===== src/rtl/jcb_phase_ctrl_pkg.sv =====
// Shared types and helpers for the Johnson-counter phase sequencer.
package jcb_phase_ctrl_pkg;

    typedef enum logic [1:0] {
        ST_IDLE = 2'd0,
        ST_RUN  = 2'd1,
        ST_DONE = 2'd2
    } state_e;

    // A Johnson code has at most one boundary between adjacent differing bits.
    function automatic logic johnson_legal(input logic [31:0] q, input int unsigned n);
        int unsigned trans;
        trans = 0;
        for (int unsigned i = 0; i < 31; i++) begin
            if ((i + 1 < n) && (q[i] != q[i+1])) begin
                trans++;
            end
        end
        return (trans <= 1);
    endfunction

    // Population count of the low n bits (upper bits are expected to be zero).
    function automatic int unsigned count_ones(input logic [31:0] q);
        int unsigned ones;
        ones = 0;
        for (int unsigned i = 0; i < 32; i++) begin
            if (q[i]) begin
                ones++;
            end
        end
        return ones;
    endfunction

endpackage


===== src/rtl/jcb_phase_ctrl_if.sv =====
// Host-side control/status bundle of the phase sequencer.
interface jcb_phase_ctrl_if #(
    parameter int unsigned N  = 4,
    parameter int unsigned CW = 8
);
    localparam int unsigned IW = $clog2(2 * N);

    logic            start;
    logic [CW-1:0]   cycles;
    logic            pause;
    logic            abort;
    logic            busy;
    logic            done;
    logic [N-1:0]    q;
    logic [2*N-1:0]  phase;
    logic [IW-1:0]   phase_idx;
    logic [CW-1:0]   cnt_left;
    logic            err;

    modport master (
        output start, cycles, pause, abort,
        input  busy, done, q, phase, phase_idx, cnt_left, err
    );

    modport slave (
        input  start, cycles, pause, abort,
        output busy, done, q, phase, phase_idx, cnt_left, err
    );
endinterface


===== src/rtl/jcb_phase_ctrl_ring.sv =====
// N-bit Johnson ring register with step enable and synchronous zero.
module jcb_phase_ctrl_ring #(
    parameter int unsigned N = 4
) (
    input  logic         i_clk,
    input  logic         i_clr,
    input  logic         i_en,
    input  logic         i_szero,
    output logic [N-1:0] o_q
);
    logic [N-1:0] r_q;

    // Ring state: zeroing wins over stepping.
    always_ff @(posedge i_clk or negedge i_clr) begin
        if (!i_clr) begin
            r_q <= '0;
        end else if (i_szero) begin
            r_q <= '0;
        end else if (i_en) begin
            r_q <= {r_q[N-2:0], ~r_q[N-1]};
        end
    end

    assign o_q = r_q;
endmodule


===== src/rtl/jcb_phase_ctrl.sv =====
// Johnson phase sequencer: run control, revolution counter, decode, upset recovery.
module jcb_phase_ctrl
    import jcb_phase_ctrl_pkg::*;
#(
    parameter int unsigned N  = 4,
    parameter int unsigned CW = 8
) (
    input  logic                 i_clk,
    input  logic                 i_clr,
    jcb_phase_ctrl_if.slave      bus
);
    localparam int unsigned IW = $clog2(2 * N);
    localparam int unsigned PW = 2 * N;
    localparam logic [N-1:0] LAST_CODE = {1'b1, {(N-1){1'b0}}};

    state_e        r_state;
    state_e        w_state_nxt;
    logic [CW-1:0] r_cnt;
    logic [CW-1:0] w_cnt_nxt;
    logic          r_err;
    logic          w_err_nxt;
    logic          w_ring_en;
    logic          w_ring_szero;
    logic [N-1:0]  w_q;
    logic          w_legal;
    logic          w_wrap;
    logic          w_busy;
    logic [IW-1:0] w_idx;
    int unsigned   w_ones;

    jcb_phase_ctrl_ring #(.N(N)) u_ring (
        .i_clk   (i_clk),
        .i_clr   (i_clr),
        .i_en    (w_ring_en),
        .i_szero (w_ring_szero),
        .o_q     (w_q)
    );

    assign w_legal = johnson_legal(32'(w_q), N);
    assign w_wrap  = (w_q == LAST_CODE);

    // State, counter and error registers.
    always_ff @(posedge i_clk or negedge i_clr) begin
        if (!i_clr) begin
            r_state <= ST_IDLE;
            r_cnt   <= '0;
            r_err   <= 1'b0;
        end else begin
            r_state <= w_state_nxt;
            r_cnt   <= w_cnt_nxt;
            r_err   <= w_err_nxt;
        end
    end

    // Next-state, counter and ring control; abort beats upset beats pause.
    always_comb begin
        w_state_nxt  = r_state;
        w_cnt_nxt    = r_cnt;
        w_err_nxt    = r_err;
        w_ring_en    = 1'b0;
        w_ring_szero = 1'b0;
        case (r_state)
            ST_IDLE: begin
                if (bus.start && !bus.abort) begin
                    w_err_nxt    = 1'b0;
                    w_ring_szero = 1'b1;
                    if (bus.cycles == '0) begin
                        w_state_nxt = ST_DONE;
                    end else begin
                        w_state_nxt = ST_RUN;
                        w_cnt_nxt   = bus.cycles;
                    end
                end
            end
            ST_RUN: begin
                if (bus.abort) begin
                    w_state_nxt  = ST_IDLE;
                    w_cnt_nxt    = '0;
                    w_ring_szero = 1'b1;
                end else if (!w_legal) begin
                    w_err_nxt    = 1'b1;
                    w_ring_szero = 1'b1;
                end else if (!bus.pause) begin
                    w_ring_en = 1'b1;
                    if (w_wrap) begin
                        if (r_cnt != '0) begin
                            w_cnt_nxt = r_cnt - CW'(1);
                        end
                        if (r_cnt <= CW'(1)) begin
                            w_state_nxt = ST_DONE;
                        end
                    end
                end
            end
            ST_DONE: begin
                w_state_nxt = ST_IDLE;
            end
            default: begin
                w_state_nxt = ST_IDLE;
            end
        endcase
    end

    // Phase decode: ones count in the rising half, 2N minus ones in the falling half.
    always_comb begin
        w_ones = count_ones(32'(w_q));
        w_idx  = w_q[N-1] ? IW'(PW - w_ones) : IW'(w_ones);
    end

    assign w_busy        = (r_state == ST_RUN);
    assign bus.busy      = w_busy;
    assign bus.done      = (r_state == ST_DONE);
    assign bus.q         = w_q;
    assign bus.phase_idx = w_busy ? w_idx : '0;
    assign bus.phase     = w_busy ? (PW'(1) << w_idx) : '0;
    assign bus.cnt_left  = r_cnt;
    assign bus.err       = r_err;
endmodule


===== src/flat_wrapper.sv =====
// flat-port wrapper written by rule: the top's interface ports become plain ports
module jcb_phase_ctrl_flat import jcb_phase_ctrl_pkg::*;
#(
    parameter int unsigned N  = 4,
    parameter int unsigned CW = 8
)
  (i_clk, i_clr, bus_start, bus_cycles, bus_pause, bus_abort, bus_busy, bus_done, bus_q, bus_phase, bus_phase_idx, bus_cnt_left, bus_err);
  jcb_phase_ctrl_if #(.N(N), .CW(CW)) bus_i ();
  input  logic i_clk;
  input  logic i_clr;
  input wire logic [$bits(bus_i.start)-1:0] bus_start;
  input wire logic [$bits(bus_i.cycles)-1:0] bus_cycles;
  input wire logic [$bits(bus_i.pause)-1:0] bus_pause;
  input wire logic [$bits(bus_i.abort)-1:0] bus_abort;
  output wire logic [$bits(bus_i.busy)-1:0] bus_busy;
  output wire logic [$bits(bus_i.done)-1:0] bus_done;
  output wire logic [$bits(bus_i.q)-1:0] bus_q;
  output wire logic [$bits(bus_i.phase)-1:0] bus_phase;
  output wire logic [$bits(bus_i.phase_idx)-1:0] bus_phase_idx;
  output wire logic [$bits(bus_i.cnt_left)-1:0] bus_cnt_left;
  output wire logic [$bits(bus_i.err)-1:0] bus_err;
  assign bus_i.start = bus_start;
  assign bus_i.cycles = bus_cycles;
  assign bus_i.pause = bus_pause;
  assign bus_i.abort = bus_abort;
  assign bus_busy = bus_i.busy;
  assign bus_done = bus_i.done;
  assign bus_q = bus_i.q;
  assign bus_phase = bus_i.phase;
  assign bus_phase_idx = bus_i.phase_idx;
  assign bus_cnt_left = bus_i.cnt_left;
  assign bus_err = bus_i.err;
  jcb_phase_ctrl #(.N(N), .CW(CW)) u_core (.i_clk(i_clk), .i_clr(i_clr), .bus(bus_i));
endmodule

===== config.mk =====
export PLATFORM = sky130hd
export DESIGN_NAME = jcb_phase_ctrl_flat
export DESIGN_NICKNAME = d
export VERILOG_FILES = /design/src/rtl/jcb_phase_ctrl_pkg.sv /design/src/rtl/jcb_phase_ctrl_if.sv /design/src/rtl/jcb_phase_ctrl_ring.sv /design/src/rtl/jcb_phase_ctrl.sv /design/src/flat_wrapper.sv
export SDC_FILE = /design/constraint.sdc
export NUM_CORES = 1
export LEC_CHECK = 0
export BUFFER_PORTS_ARGS = -buffer_cell sky130_fd_sc_hd__buf_4
export CAP_MARGIN = 20
export CORE_UTILIZATION = 52
export DETAILED_ROUTE_END_ITERATION = 16
export GPL_TIMING_DRIVEN = 0
export PLACE_DENSITY = 0.84
export SYNTH_ARGS = -nofsm -noshare
export SYNTH_HDL_FRONTEND = slang
export SYNTH_HIERARCHICAL = 1
export SYNTH_SLANG_ARGS = --single-unit
export TNS_END_PERCENT = 30

===== constraint.sdc =====
create_clock -name i_clk -period 3.4 [get_ports i_clk]
set_input_delay 0.17 -clock i_clk [delete_from_list [all_inputs] [get_ports i_clk]]
set_output_delay 0.17 -clock i_clk [all_outputs]
set_load 0.01 [all_outputs]

# --- Word-level counts from Yosys, hierarchy flattened ---
# Index checks and enable logic that the tools add are counted.
totals:
  latch_bits: 0
  ramBits: 0
  regBits: 15
  word_cells: 80
  mem_bits_ro: 0
  n_memories: 0
classes:
  order_cmp: 2
  muxes: 40
  shift: 1
  div: 0
  mul: 0
  n_eq_ne: 15
  add_sub_neg: 7
  bitwise: 1
  n_reduce_logical: 10
ops:
  columns: ["operator", "count"]
  rows:
  - ["adder 32 x 1 -> 32 bit, second input constant", 2]
  - ["2-to-1 mux 32 bit", 2]
  - ["2-to-1 mux 8 bit", 8]
  - ["<= comparator 32 x 1 -> 1 bit, second input constant", 1]
  - ["case mux 8 bit (2 select lines)", 1]
  - ["2-to-1 mux 3 bit", 5]
  - ["2-to-1 mux 2 bit", 7]
  - ["2-to-1 mux 1 bit", 12]
  - ["!= test 3 bit, second input constant", 3]
  - ["<= comparator 8 x 1 -> 1 bit, second input constant", 1]
  - ["logical NOT 8 bit", 1]
  - ["2-to-1 mux 4 bit", 2]
  - ["nonzero test 8 bit", 1]
  - ["<< shifter 1 x 3 -> 8 bit, first input constant", 1]
  - ["subtractor 8 x 1 -> 8 bit, second input constant", 1]
  - ["AND reduction 7 bit", 1]
  - ["adder 3 x 1 -> 3 bit, second input constant", 2]
  - ["!= test 2 bit, second input constant", 3]
  - ["!= test 3 x 2 -> 1 bit, second input constant", 2]
  - ["AND reduction 5 bit", 1]
  - ["equality test 4 bit, second input constant", 1]
  - ["case mux 1 bit (2 select lines)", 2]
  - ["case mux 2 bit (2 select lines)", 1]
  - ["AND reduction 4 bit", 1]
  - ["other kinds (11)", 14]

# --- Logic depth before layout (Yosys ltp) ---
# Gate-level depths: netlist of run 1.
logic_depth:
  word_depth: 12
  mapped_depth: 10
  depth_no_buf: 10

# --- Hierarchy ---
# Netlist of run 1, hierarchy kept.
by_module_without_submodules:
  columns: ["mod", "seq_area_each_um2", "area_per_inst_um2", "instances", "cells_each"]
  rows:
  - ["jcb_phase_ctrl", 275.3, 1187.4, 1, 145]
  - ["jcb_phase_ctrl_ring", 100.1, 163.9, 1, 13]

# --- Least setup slack after synthesis of run 1 ---
# OpenSTA, ideal clock, no wires.
synth_timing:
  path_type: "register to register"
  startpoint: "register u_core.u_ring.r_q[1] (netlist: u_core/u_ring/o_q[1])"
  endpoint: "register u_core.u_ring.r_q[0] (netlist: u_core/u_ring/o_q[0])"
  path_slack_ps: 785
  arrival_ps: 2541
  stages_incl_launch_ff: 10
  n_path_buf: 0
  required_ps: 3326
  cell_sequence: "dfrtp_1 -> inv_1 -> ha_1 -> inv_1 -> ha_1 -> o21a_1 -> a21oi_4 -> nor3b_1 -> or2b_1 -> a21oi_2"
synth_between:
  elab_chain_cells: 11
  elab_cells_between_ends: 16
  cone_classes: "2 x add/sub; 1 x order compare; 2 x eq/ne; 10 x mux; 1 x reduce/logical"
synth_lines:
  columns: ["item", "line", "text"]
  rows:
  - ["from (decl)", "jcb_phase_ctrl_ring.sv:11", "logic [N-1:0] r_q;"]
  - ["from (signal assigned)", "jcb_phase_ctrl_ring.sv:20", "r_q <= {r_q[N-2:0], ~r_q[N-1]};"]
  - ["!= test 1 bit", "jcb_phase_ctrl_pkg.sv:15", "if ((i + 1 < n) && (q[i] != q[i+1])) begin"]
  - ["2-to-1 mux 1 bit", "jcb_phase_ctrl_pkg.sv:15", null]
  - ["adder 32 x 1 -> 32 bit", "jcb_phase_ctrl_pkg.sv:16", "trans++;"]
  - ["2-to-1 mux 32 bit *", "jcb_phase_ctrl_pkg.sv:15", null]
  - ["adder 32 x 1 -> 32 bit", "jcb_phase_ctrl_pkg.sv:16", null]
  - ["2-to-1 mux 32 bit *", "jcb_phase_ctrl_pkg.sv:15", null]
  - ["<= comparator 32 x 1 -> 1 bit *", "jcb_phase_ctrl_pkg.sv:19", "return (trans <= 1);"]
  - ["2-to-1 mux 1 bit *", "jcb_phase_ctrl.sv:80", "end else if (!w_legal) begin"]
  - ["2-to-1 mux 1 bit *", "jcb_phase_ctrl.sv:76", "if (bus.abort) begin"]
  - ["2-to-1 mux 1 bit *", "jcb_phase_ctrl.sv:62", "case (r_state)"]
  - ["net u_core.w_ring_en", "jcb_phase_ctrl.sv:22", "logic w_ring_en;"]
  - ["nonzero test 2 bit (no source line) *", null, null]
# The timed path passes the listed nets; every way through them passes the cells marked *.
# A chain may end at the register's enable or synchronous reset.

# --- Worst setup path after layout of run 1 ---
layout_timing:
  startpoint: "register u_core.u_ring.r_q[0] (netlist: u_core/u_ring/o_q[0])"
  endpoint: "output port bus_phase[6]"
layout_between:
  elab_chain_cells: 11
layout_lines:
  columns: ["item", "line", "text"]
  rows:
  - ["2-to-1 mux 1 bit *", "jcb_phase_ctrl_pkg.sv:27", "if (q[i]) begin"]
  - ["adder 1 x 1 -> 2 bit", "jcb_phase_ctrl_pkg.sv:28", "ones++;"]
  - ["2-to-1 mux 3 bit *", "jcb_phase_ctrl_pkg.sv:27", null]
  - ["adder 3 x 1 -> 3 bit", "jcb_phase_ctrl_pkg.sv:28", null]
  - ["2-to-1 mux 3 bit *", "jcb_phase_ctrl_pkg.sv:27", null]
  - ["adder 3 x 1 -> 3 bit", "jcb_phase_ctrl_pkg.sv:28", null]
  - ["2-to-1 mux 3 bit *", "jcb_phase_ctrl_pkg.sv:27", null]
  - ["subtractor 1 x 3 -> 3 bit", "jcb_phase_ctrl.sv:107", "w_idx = w_q[N-1] ? IW'(PW - w_ones) : IW'(w_ones);"]
  - ["2-to-1 mux 3 bit *", "jcb_phase_ctrl.sv:107", null]
  - ["<< shifter 1 x 3 -> 8 bit *", "jcb_phase_ctrl.sv:115", "assign bus.phase = w_busy ? (PW'(1) << w_idx) : '0;"]
  - ["2-to-1 mux 8 bit *", "jcb_phase_ctrl.sv:115", null]
  - ["to (decl)", "flat_wrapper.sv:18", "output wire logic [$bits(bus_i.phase)-1:0] bus_phase;"]
# Mark *: on every way between the ends. The rest lies on a longest branch, timed or not.

==> results of run 1 <==
==> synth_stat cells, types with 3 or more instances <==
cell type,instances,area share
mux2i_1,9,0.067
nand2_1,18,0.050
xor2_1,3,0.019
inv_1,13,0.036
ha_1,8,0.074
or3_1,3,0.014
o21ai_0,7,0.026
mux2_4,5,0.056
nor2_1,25,0.069
xnor2_1,5,0.032
nor2b_1,3,0.014
nor3_1,4,0.015
dfrtp_1,15,0.28
==> timing repair <==
action                                 4_1_cts  5_1_grt
hold buffers                                 1        0
setup endpoints to repair                    0        1
gates resized for setup                      0        1
endpoints found under the hold margin       15        0
==> flip-flops by register name, summed over array words and instances, names as in the netlist <==
name / cells
u_core/bus.cnt_left: 8
u_core/u_ring/o_q: 4
u_core/r_state: 2
u_core/bus.err: 1
==> where the power goes <==
group,switching (W),total [W],internal (W)
Clock,0.0000572,0.000103,0.0000456
Sequential,0.0000708,0.000295,0.000224
Combinational,0.000193,0.000397,0.000203
Total,0.000321,0.000795,0.000473
==> worst max-delay path by stage <==
stage                                       end  slack, ns  cells past startpoint
2_1_floorplan  u_core/u_ring/o_q[0]$_DFFE_PN0P_       0.78                      9
3_3_place_gp   u_core/u_ring/o_q[0]$_DFFE_PN0P_       0.63                      9
3_5_place_dp   u_core/u_ring/o_q[0]$_DFFE_PN0P_       0.51                      9
4_1_cts                            bus_phase[6]       0.24                     11
5_1_grt                            bus_phase[6]       0.02                     11
6_report                           bus_phase[6]       0.28                     11
==> metal layers <==
layer,track usage,part of all wire,vias to the layer above
li1,-,-,633
met5,0,0,-
met2,0.4473,0.51,40
met4,0.05263,0,0
met3,0.06322,0.056,0
met1,0.2910,0.43,608
==> critical path, cell delays in order, from the launching register on <==
cell and delay (ns):
dfrtp_1 0.44, inv_1 0.09, ha_1 0.36, xnor2_1 0.21, inv_1 0.12, ha_1 0.29
inv_1 0.06, maj3_1 0.35, o32ai_1 0.18, a22oi_1 0.24, nor2_1 0.19, buf_4 0.14
==> stage by stage <==
step	worst slack (ns)	instances	power, W
3_3_place_gp	0.6326	226	0.0006741
6_report	0.2794	231	0.0007946
4_1_cts	0.2383	231	0.0007987
3_5_place_dp	0.5099	226	0.0006911
2_1_floorplan	0.7849	158	0.0005409
5_1_grt	0.02456	231	0.0008545
==> area by class of cell <==
class | instances | area [um2] | share of cell area
buffer | 4 | 23.77 | 0.01389
clock buffer | 4 | 26.28 | 0.01535
inverter | 13 | 48.80 | 0.02851
multi-input combinational | 126 | 903.4 | 0.5278
sequential | 15 | 376.6 | 0.2200
tap | 30 | 37.54 | 0.02193
timing repair buffer | 39 | 295.3 | 0.1725
==> cells by family after synthesis <==
kind of cell,Yosys count
buffers and inverters,17
DFF,15
muxes,14
xor gates and xnor gates,9
AOI/OAI and AO/OA,28
adders and majority gates,9
and+or+nand+nor,66
==> qor.csv, run 1 <==
stage;metric;value;unit
timing;Max-Slew Margin vs Limit;0.4806;
floorplan;Chip Height;52.98;um
power_and_ir_drop;power density normalized to cell area;464.3;nW/um2
detailed_routing;via/cell ratio;5.545;
final_layout;share of cells above drive strength 1;0.2886;
job;count of maximum capacitance violations;0;
detailed_routing;first-pass iteration count of the detailed router;4;
logic_synthesis;summed instance area of the synthesized netlist;1351;um2
worst_setup_path;required arrival time at the worst endpoint;3.23;ns
power_and_ir_drop;worst vdd rail ir drop;0.3544;mV
clock_network;Clk pin slew, worst setup/hold paths;0.09;ns
place;input/output buffers;38;
detailed_routing;total vias in the final route;1281;
final_layout;Final #Nets;223;
logic_synthesis;number of distinct library cells after synthesis;46;
detailed_routing;detail-routed net length per standard cell;13.93;um
clock_network;number of buffers added for setup after CTS;0;
worst_setup_path;largest fanout on the critical path;5;
worst_setup_path;kind of capture point of the worst setup path;output pin;
worst_hold_path;Hold EP;u_core/r_state[1]$_DFFE_PN0P_;
logic_synthesis;Post-Syn Area per Cell;8.553;um2
power_and_ir_drop;Leakage Power;0.7773;nW
detailed_routing;drt initial violations;41;
global_routing;Congestion Overflow GR;0;
timing;part of the cycle the worst path needs;0.9178;
logic_synthesis;main combinational cell family by area after synthesis;simple AND/OR/NAND/NOR gates;
clock_network;maximum number of buffers from clock root to sink;2;
worst_setup_path;path depth of the worst reg2reg path;9;
worst_setup_path;R2R Path End;u_core/u_ring/o_q[0]$_DFFE_PN0P_;
logic_synthesis;Post-synth EDFFs;0;
detailed_routing;DRC violation count after routing;0;
logic_synthesis;Synth Area in Compound Gates;0.1713;
logic_synthesis;instance count of the mapped netlist;158;
final_layout;area growth from synthesis to layout;26.67;%
worst_setup_path;kind of critical path;reg -> out;
detailed_routing;final antenna-violating net count;0;
global_routing;number of antenna violations at the first check in global routing;0;
timing;RSZ-0062 raised after global routing;false;
worst_setup_path;setup slack of the worst register-to-register path;0.57;ns
logic_synthesis;parity-gate share of the synthesized area counting xor and xnor cells;0.06389;
status;run status;completed;
worst_hold_path;worst hold start;bus_abort;
timing;final count of negative-setup-slack endpoints;0;
place;Post-DP Area;1674;um2
worst_hold_path;number of cells traversed by the worst hold path;2;
worst_setup_path;Critical Path Source Type;flip-flop;
floorplan;std cell rows;18;
timing;Tightest Pin Transition;0.7739;ns
logic_synthesis;syn nets;179;
logic_synthesis;fraction of the yosys area taken by sequential cells;0.2778;
floorplan;count of boundary I/O pins;39;
timing;Clock Skews;0.008060;ns
clock_network;insertion delay to the later sink of the worst-skew pair;0.29;ns
global_routing;number of global-route vias before repair;1172;
floorplan;overall die area;2806;um2
clock_network;number of buffers inserted during clock tree synthesis;3;
clock_network;clock net sink count;15;
detailed_routing;wire length after detailed routing;3217;um
logic_synthesis;Post-synth ARST share;1.000;
floorplan;starting density of the core;0.5505;
timing;min Tclk post-route;3.121;ns
timing;worst hold slack;0.1121;ns
logic_synthesis;Yosys warning count;6;
final_layout;commonest non-fill, non-tap cells in the layout;buf_4 (38), nor2_1 (25), nand2_1 (18);
final_layout;Final Cell Area;1712;um2
place;post-detailed-placement half-perimeter wirelength;2477;um
final_layout;antenna fix cells;0;
logic_synthesis;post-synthesis adder-cell area fraction;0.08148;
logic_synthesis;number of synthesized register bits;15;
clock_network;clock tree from TritonCTS;done;
floorplan;standard cell core area;2455;um2
floorplan;Horiz. Die Dim;52.98;um
timing;peak clock frequency supported by timing;320.4;MHz
worst_hold_path;hold crit path type;in -> reg;
final_layout;most frequent standard cell in the layout excluding fill and tap cells;buf_4;
worst_setup_path;data arrival time of the critical path;2.95;ns
global_routing;Total GRT Usage;0.2477;
logic_synthesis;share of synthesized cell area in and, or, nand and nor gates;0.2296;
clock_network;clock tree root driver cell;clkbuf_4;
worst_setup_path;reg2reg start;u_core/u_ring/o_q[0]$_DFFE_PN0P_;
timing;sum of negative setup slack;0;ns
timing;Hold Fails Final Rpt;0;
global_routing;largest net degree at the start of global routing;16;
logic_synthesis;Most used DFF post-synth;dfrtp_1;
timing;final-report max-slew violation count;0;
logic_synthesis;multiplexer fraction of the synthesized cell area;0.1222;
place;routability congestion estimate;0.8495;
global_routing;wire length of the first global-routing pass;5092;um
final_layout;Fill cells;197;
clock_network;H-tree lvl count;1;
worst_setup_path;launch point of the worst path;u_core/u_ring/o_q[0]$_DFFE_PN0P_;
final_layout;Post-Route Utilization;0.6972;
No activity file was read; power rests on OpenSTA's default activity.
==> run 2, diff against run 1 <==
- CORE_ASPECT_RATIO: not set -> 0.9
==> qor.csv, run 2 (same netlist as run 1, synthesis figures left out) <==
stage;metric;value;unit
status;run status;completed;
timing;Max-Slew Margin vs Limit;0.4084;
final_layout;number of cells in the finished layout apart from fillers;229;
clock_network;clock net sink count;15;
worst_setup_path;list of cells traversed by the critical path;inv_1 -> ha_1 -> xnor2_1 -> inv_1 -> ha_1 -> inv_1 -> maj3_1 -> o32ai_1 -> a22oi_2 -> nor2_1 -> buf_4;
timing;min Tclk post-route;3.054;ns
detailed_routing;detail-routed net length per standard cell;14.68;um
final_layout;area used by multi-input combinational logic;908.4;um2
clock_network;clock tree from TritonCTS;done;
place;routability congestion estimate;0.8175;
worst_setup_path;setup slack of the worst register-to-register path;0.41;ns
detailed_routing;DRC violation count after routing;0;
final_layout;most frequent standard cell in the layout excluding fill and tap cells;buf_4;
place;post-detailed-placement half-perimeter wirelength;2557;um
final_layout;Final Cell Area;1714;um2
floorplan;starting density of the core;0.5524;
global_routing;Congestion Overflow GR;0;
final_layout;Final #Nets;223;
worst_setup_path;dominant delay contributor by cell family on the critical path;adder cells;
global_routing;number of antenna violations at the first check in global routing;0;
timing;Hold Fails Final Rpt;0;
power_and_ir_drop;total internal power;0.0004742;W
place;Post-DP Area;1672;um2
clock_network;clock tree root driver cell;clkbuf_4;
final_layout;area taken by flip-flops and latches;376.6;um2
power_and_ir_drop;Leakage Power;0.7778;nW
timing;RSZ-0062 raised after global routing;false;
floorplan;standard cell core area;2446;um2
timing;part of the cycle the worst path needs;0.8983;
final_layout;share of cells above drive strength 1;0.2935;
power_and_ir_drop;combinational share of power;0.502;
timing;sum of negative setup slack;0;ns
final_layout;area growth from synthesis to layout;26.85;%
timing;final count of negative-setup-slack endpoints;0;
power_and_ir_drop;relative contribution of sequential cells to total power;0.368;
final_layout;antenna fix cells;0;
floorplan;overall die area;2807;um2
floorplan;Chip Height;50.36;um
detailed_routing;wire length after detailed routing;3362;um
clock_network;number of buffers inserted during clock tree synthesis;3;
timing;final-report max-slew violation count;0;
global_routing;largest net degree at the start of global routing;16;
power_and_ir_drop;relative contribution of the clock network to total power;0.130;
worst_hold_path;hold crit path type;in -> reg;
timing;Tightest Pin Transition;0.8854;ns
place;DP Worst Slack;0.4896;ns
worst_setup_path;kind of critical path;reg -> out;
place;placed cell count;224;
worst_setup_path;kind of capture point of the worst setup path;output pin;
global_routing;wire length of the first global-routing pass;5678;um
detailed_routing;total vias in the final route;1293;
detailed_routing;first-pass iteration count of the detailed router;4;
power_and_ir_drop;worst vdd rail ir drop;0.4143;mV
worst_setup_path;count of buffering cells on the critical path with inverters included;4;
clock_network;H-tree lvl count;1;
final_layout;Post-Route Utilization;0.7008;
clock_network;Clk pin slew, worst setup/hold paths;0.09;ns
worst_setup_path;largest fanout on the critical path;5;
final_layout;commonest non-fill, non-tap cells in the layout;buf_4 (38), nor2_1 (25), nand2_1 (18);
global_routing;number of global-route vias before repair;1296;
power_and_ir_drop;P_sw;0.0003218;W
detailed_routing;drt initial violations;32;
power_and_ir_drop;net switching share of the total power;0.4043;
clock_network;number of buffers added for setup after CTS;0;
power_and_ir_drop;power density normalized to cell area;464.4;nW/um2
detailed_routing;final antenna-violating net count;0;
clock_network;maximum number of buffers from clock root to sink;2;
place;input/output buffers;38;
worst_setup_path;delay of the slowest cell on the worst path;0.43;ns
job;count of maximum capacitance violations;0;
timing;peak clock frequency supported by timing;327.4;MHz
worst_setup_path;required arrival time at the worst endpoint;3.23;ns
floorplan;Horiz. Die Dim;55.74;um
floorplan;count of boundary I/O pins;39;
detailed_routing;via/cell ratio;5.646;
timing;Clock Skews;0.005763;ns
global_routing;Total GRT Usage;0.2578;
final_layout;Fill cells;210;
timing;post-route worst setup slack;0.3458;ns
worst_setup_path;most frequent cell on the critical path;inv_1;
clock_network;insertion delay to the later sink of the worst-skew pair;0.29;ns
worst_setup_path;Critical Path Source Type;flip-flop;
worst_setup_path;data arrival time of the critical path;2.88;ns
final_layout;number of flip-flops in the largest register;8;
floorplan;std cell rows;17;
worst_setup_path;Critical-path top delay cell;dfrtp_1;
==> run 2: what timing repair did <==
action / in CTS / in global routing
endpoints found under the hold margin: 15 / 0
resized for setup: 0 / 2
hold buffers: 1 / 0
setup endpoints to repair: 0 / 4
==> run 2: routing by layer <==
metal  wire (um)  global-route usage  vias up
met5           0                   0        -
met4          21             0.05417        0
met3         129             0.06443        4
met2        1628              0.4518       29
met1        1583              0.3225      630
li1            -                   -      630
==> run 2: layout make-up <==
class	instances	share of cell area
Timing Repair Buffer	39	0.1723
Tap cell	28	0.02044
Multi-Input combinational cell	126	0.5299
Inverter	13	0.02847
Buffer	4	0.01387
Clock buffer	4	0.01533
Sequential cell	15	0.2197
==> run 2: power groups by stage <==
| stage | clock [W] | combinational (W) | sequential [W] |
|---|---|---|---|
| final | 0.000104 | 0.000399 | 0.000293 |
| after global routing | 0.000118 | 0.000433 | 0.000303 |
| after CTS | 0.000109 | 0.000398 | 0.000294 |
| after detailed placement | 0 | 0.000392 | 0.000297 |
| after global placement | 0 | 0.000384 | 0.000293 |
| after floorplan | 0 | 0.000238 | 0.000303 |
==> run 2: through the flow <==
step           total power (W)  hold slack, ns
2_1_floorplan        0.0005409         -0.1256
3_3_place_gp         0.0006771         0.03351
3_5_place_dp         0.0006898         0.03893
4_1_cts              0.0008004         0.09071
5_1_grt              0.0008538         0.09277
6_report             0.0007960          0.1008
==> run 2: path summary, 6_finish.rpt <==
path | from | endpoint | depth (start not counted)
max | u_core/u_ring/o_q[0]$_DFFE_PN0P_ | bus_phase[4] | 11
min | bus_abort | u_core/r_state[1]$_DFFE_PN0P_ | 2
max reg2reg | u_core/u_ring/o_q[1]$_DFFE_PN0P_ | u_core/u_ring/o_q[3]$_DFFE_PN0P_ | 9
min reg2reg | u_core/bus.err$_DFFE_PN0P_ | u_core/bus.err$_DFFE_PN0P_ | 2
max in group asynchronous | i_clr | u_core/u_ring/o_q[1]$_DFFE_PN0P_ | 2
min in group asynchronous | i_clr | u_core/bus.cnt_left[4]$_DFFE_PN0P_ | 2
==> run 3, diff against run 2 <==
- CORE_UTILIZATION: 52 -> 47
- PLACE_DENSITY: 0.84 -> 0.8
- clock period: 3.4 -> 2.65 ns (I/O delays scaled with it)
==> qor.csv, run 3 (same netlist as run 1, synthesis figures left out) <==
stage;metric;value;unit
final_layout;area growth from synthesis to layout;42.87;%
detailed_routing;wire length after detailed routing;3977;um
clock_network;Clk pin slew, worst setup/hold paths;0.09;ns
floorplan;Chip Height;52.87;um
timing;final count of negative-setup-slack endpoints;0;
timing;min Tclk post-route;2.636;ns
final_layout;commonest non-fill, non-tap cells in the layout;buf_4 (50), nor2_1 (22), nand2_1 (18);
final_layout;Final Cell Area;1931;um2
worst_setup_path;kind of critical path;reg -> reg;
timing;RSZ-0062 raised after global routing;true;
clock_network;clock tree root driver cell;clkbuf_4;
detailed_routing;detail-routed net length per standard cell;15.66;um
floorplan;standard cell core area;2748;um2
worst_setup_path;kind of capture point of the worst setup path;flip-flop;
timing;part of the cycle the worst path needs;0.9948;
worst_setup_path;largest fanout on the critical path;8;
place;post-detailed-placement half-perimeter wirelength;2635;um
global_routing;number of global-route vias before repair;1214;
clock_network;H-tree lvl count;1;
job;count of maximum capacitance violations;0;
floorplan;std cell rows;18;
global_routing;Congestion Overflow GR;0;
clock_network;clock net sink count;15;
power_and_ir_drop;Leakage Power;0.8483;nW
final_layout;area taken by flip-flops and latches;377.9;um2
global_routing;number of antenna violations at the first check in global routing;0;
clock_network;number of buffers inserted during clock tree synthesis;3;
detailed_routing;via/cell ratio;5.531;
timing;Tightest Pin Transition;0.7326;ns
floorplan;starting density of the core;0.4918;
final_layout;share of cells above drive strength 1;0.4065;
detailed_routing;total vias in the final route;1405;
place;DP Worst Slack;-0.2065;ns
place;routability congestion estimate;0.8067;
timing;Clock Skews;0.003113;ns
worst_setup_path;Critical Path Source Type;flip-flop;
timing;post-route worst setup slack;0.01378;ns
detailed_routing;first-pass iteration count of the detailed router;4;
detailed_routing;DRC violation count after routing;0;
final_layout;most frequent standard cell in the layout excluding fill and tap cells;buf_4;
timing;sum of negative setup slack;0;ns
final_layout;area used by multi-input combinational logic;998.5;um2
worst_setup_path;data arrival time of the critical path;2.81;ns
clock_network;clock tree from TritonCTS;done;
global_routing;Total GRT Usage;0.2405;
final_layout;number of cells in the finished layout apart from fillers;254;
floorplan;count of boundary I/O pins;39;
global_routing;largest net degree at the start of global routing;16;
final_layout;Fill cells;216;
place;input/output buffers;38;
power_and_ir_drop;worst vdd rail ir drop;0.4251;mV
detailed_routing;final antenna-violating net count;0;
timing;Hold Fails Final Rpt;0;
final_layout;antenna fix cells;0;
final_layout;Final #Nets;236;
clock_network;maximum number of buffers from clock root to sink;2;
timing;Max-Slew Margin vs Limit;0.5083;
place;placed cell count;236;
final_layout;number of flip-flops in the largest register;8;
clock_network;insertion delay to the later sink of the worst-skew pair;0.28;ns
timing;final-report max-slew violation count;0;
floorplan;Horiz. Die Dim;58.52;um
worst_hold_path;hold crit path type;in -> reg;
floorplan;overall die area;3094;um2
timing;peak clock frequency supported by timing;379.3;MHz
worst_setup_path;required arrival time at the worst endpoint;2.82;ns
global_routing;wire length of the first global-routing pass;5506;um
place;Post-DP Area;1687;um2
status;run status;completed;
power_and_ir_drop;power density normalized to cell area;572.0;nW/um2
detailed_routing;drt initial violations;60;
run 3: cell types whose count changed in the layout (fill, tap and decap cells not counted), sizes merged:
cell / previous run / this run
buf: 41 / 54
run 3: power by group:
group	total (W)	internal [W]	switching, W	leakage, nW
Sequential	0.000378	0.000288	0.0000897	0.190
Clock	0.000131	0.0000585	0.0000721	0.0150
Combinational	0.000595	0.000311	0.000285	0.643
run 3: final cells by class:
class                      instances  share of cell area
clock buffer                       4             0.01361
tap                               40             0.02592
multi-input combinational        126              0.5172
timing repair buffer              52              0.2100
buffer                             4             0.01231
sequential                        15              0.1957
inverter                          13             0.02528
run 3: worst max-delay path, stage by stage, from the launching register on:
cell,delay [ns]
dfrtp_2,0.43
buf_4,0.14
buf_4,0.14
xor2_2,0.21
inv_1,0.10
ha_1,0.28
o21a_1,0.22
a21oi_4,0.25
o211ai_2,0.14
a21oi_4,0.16
buf_12,0.15
mux2_4,0.29
run 3: what timing repair did:
action | 4_1_cts | 5_1_grt
pin swaps | 6 | 13
gates resized for setup | 13 | 9
endpoints found under the hold margin | 15 | 0
setup buffers | 10 | 3
setup endpoints to repair | 18 | 17
hold buffers | 1 | 0
run 3: stage by stage:
stage                 util  total power, W  hold slack [ns]
floorplan                -       0.0006940          -0.1631
global placement    0.6138       0.0008698        -0.003729
detailed placement  0.6138       0.0008920       0.00006525
CTS                 0.6712        0.001061          0.06134
global route        0.7026        0.001174          0.07098
finish              0.7026        0.001104          0.07092
run 3: worst paths after layout:
check                                                      start                                 end  slack, ns  depth (start not counted)
worst max-delay path            u_core/u_ring/o_q[1]$_DFFE_PN0P_  u_core/bus.cnt_left[5]$_DFFE_PN0P_       0.01                         11
worst min-delay path                                   bus_abort       u_core/r_state[1]$_DFFE_PN0P_       0.07                          2
worst max register to register  u_core/u_ring/o_q[1]$_DFFE_PN0P_  u_core/bus.cnt_left[5]$_DFFE_PN0P_       0.01                         11
worst min register to register        u_core/bus.err$_DFFE_PN0P_          u_core/bus.err$_DFFE_PN0P_       0.52                          2
max in group asynchronous                                  i_clr    u_core/u_ring/o_q[1]$_DFFE_PN0P_       2.23                          2
min in group asynchronous                                  i_clr  u_core/bus.cnt_left[1]$_DFFE_PN0P_       0.23                          2
run 3: metal layers:
layer / share of wire / global-route usage
met5: 0 / 0
met4: 0.018 / 0.03175
met3: 0.060 / 0.05623
met2: 0.52 / 0.4272
met1: 0.40 / 0.3042
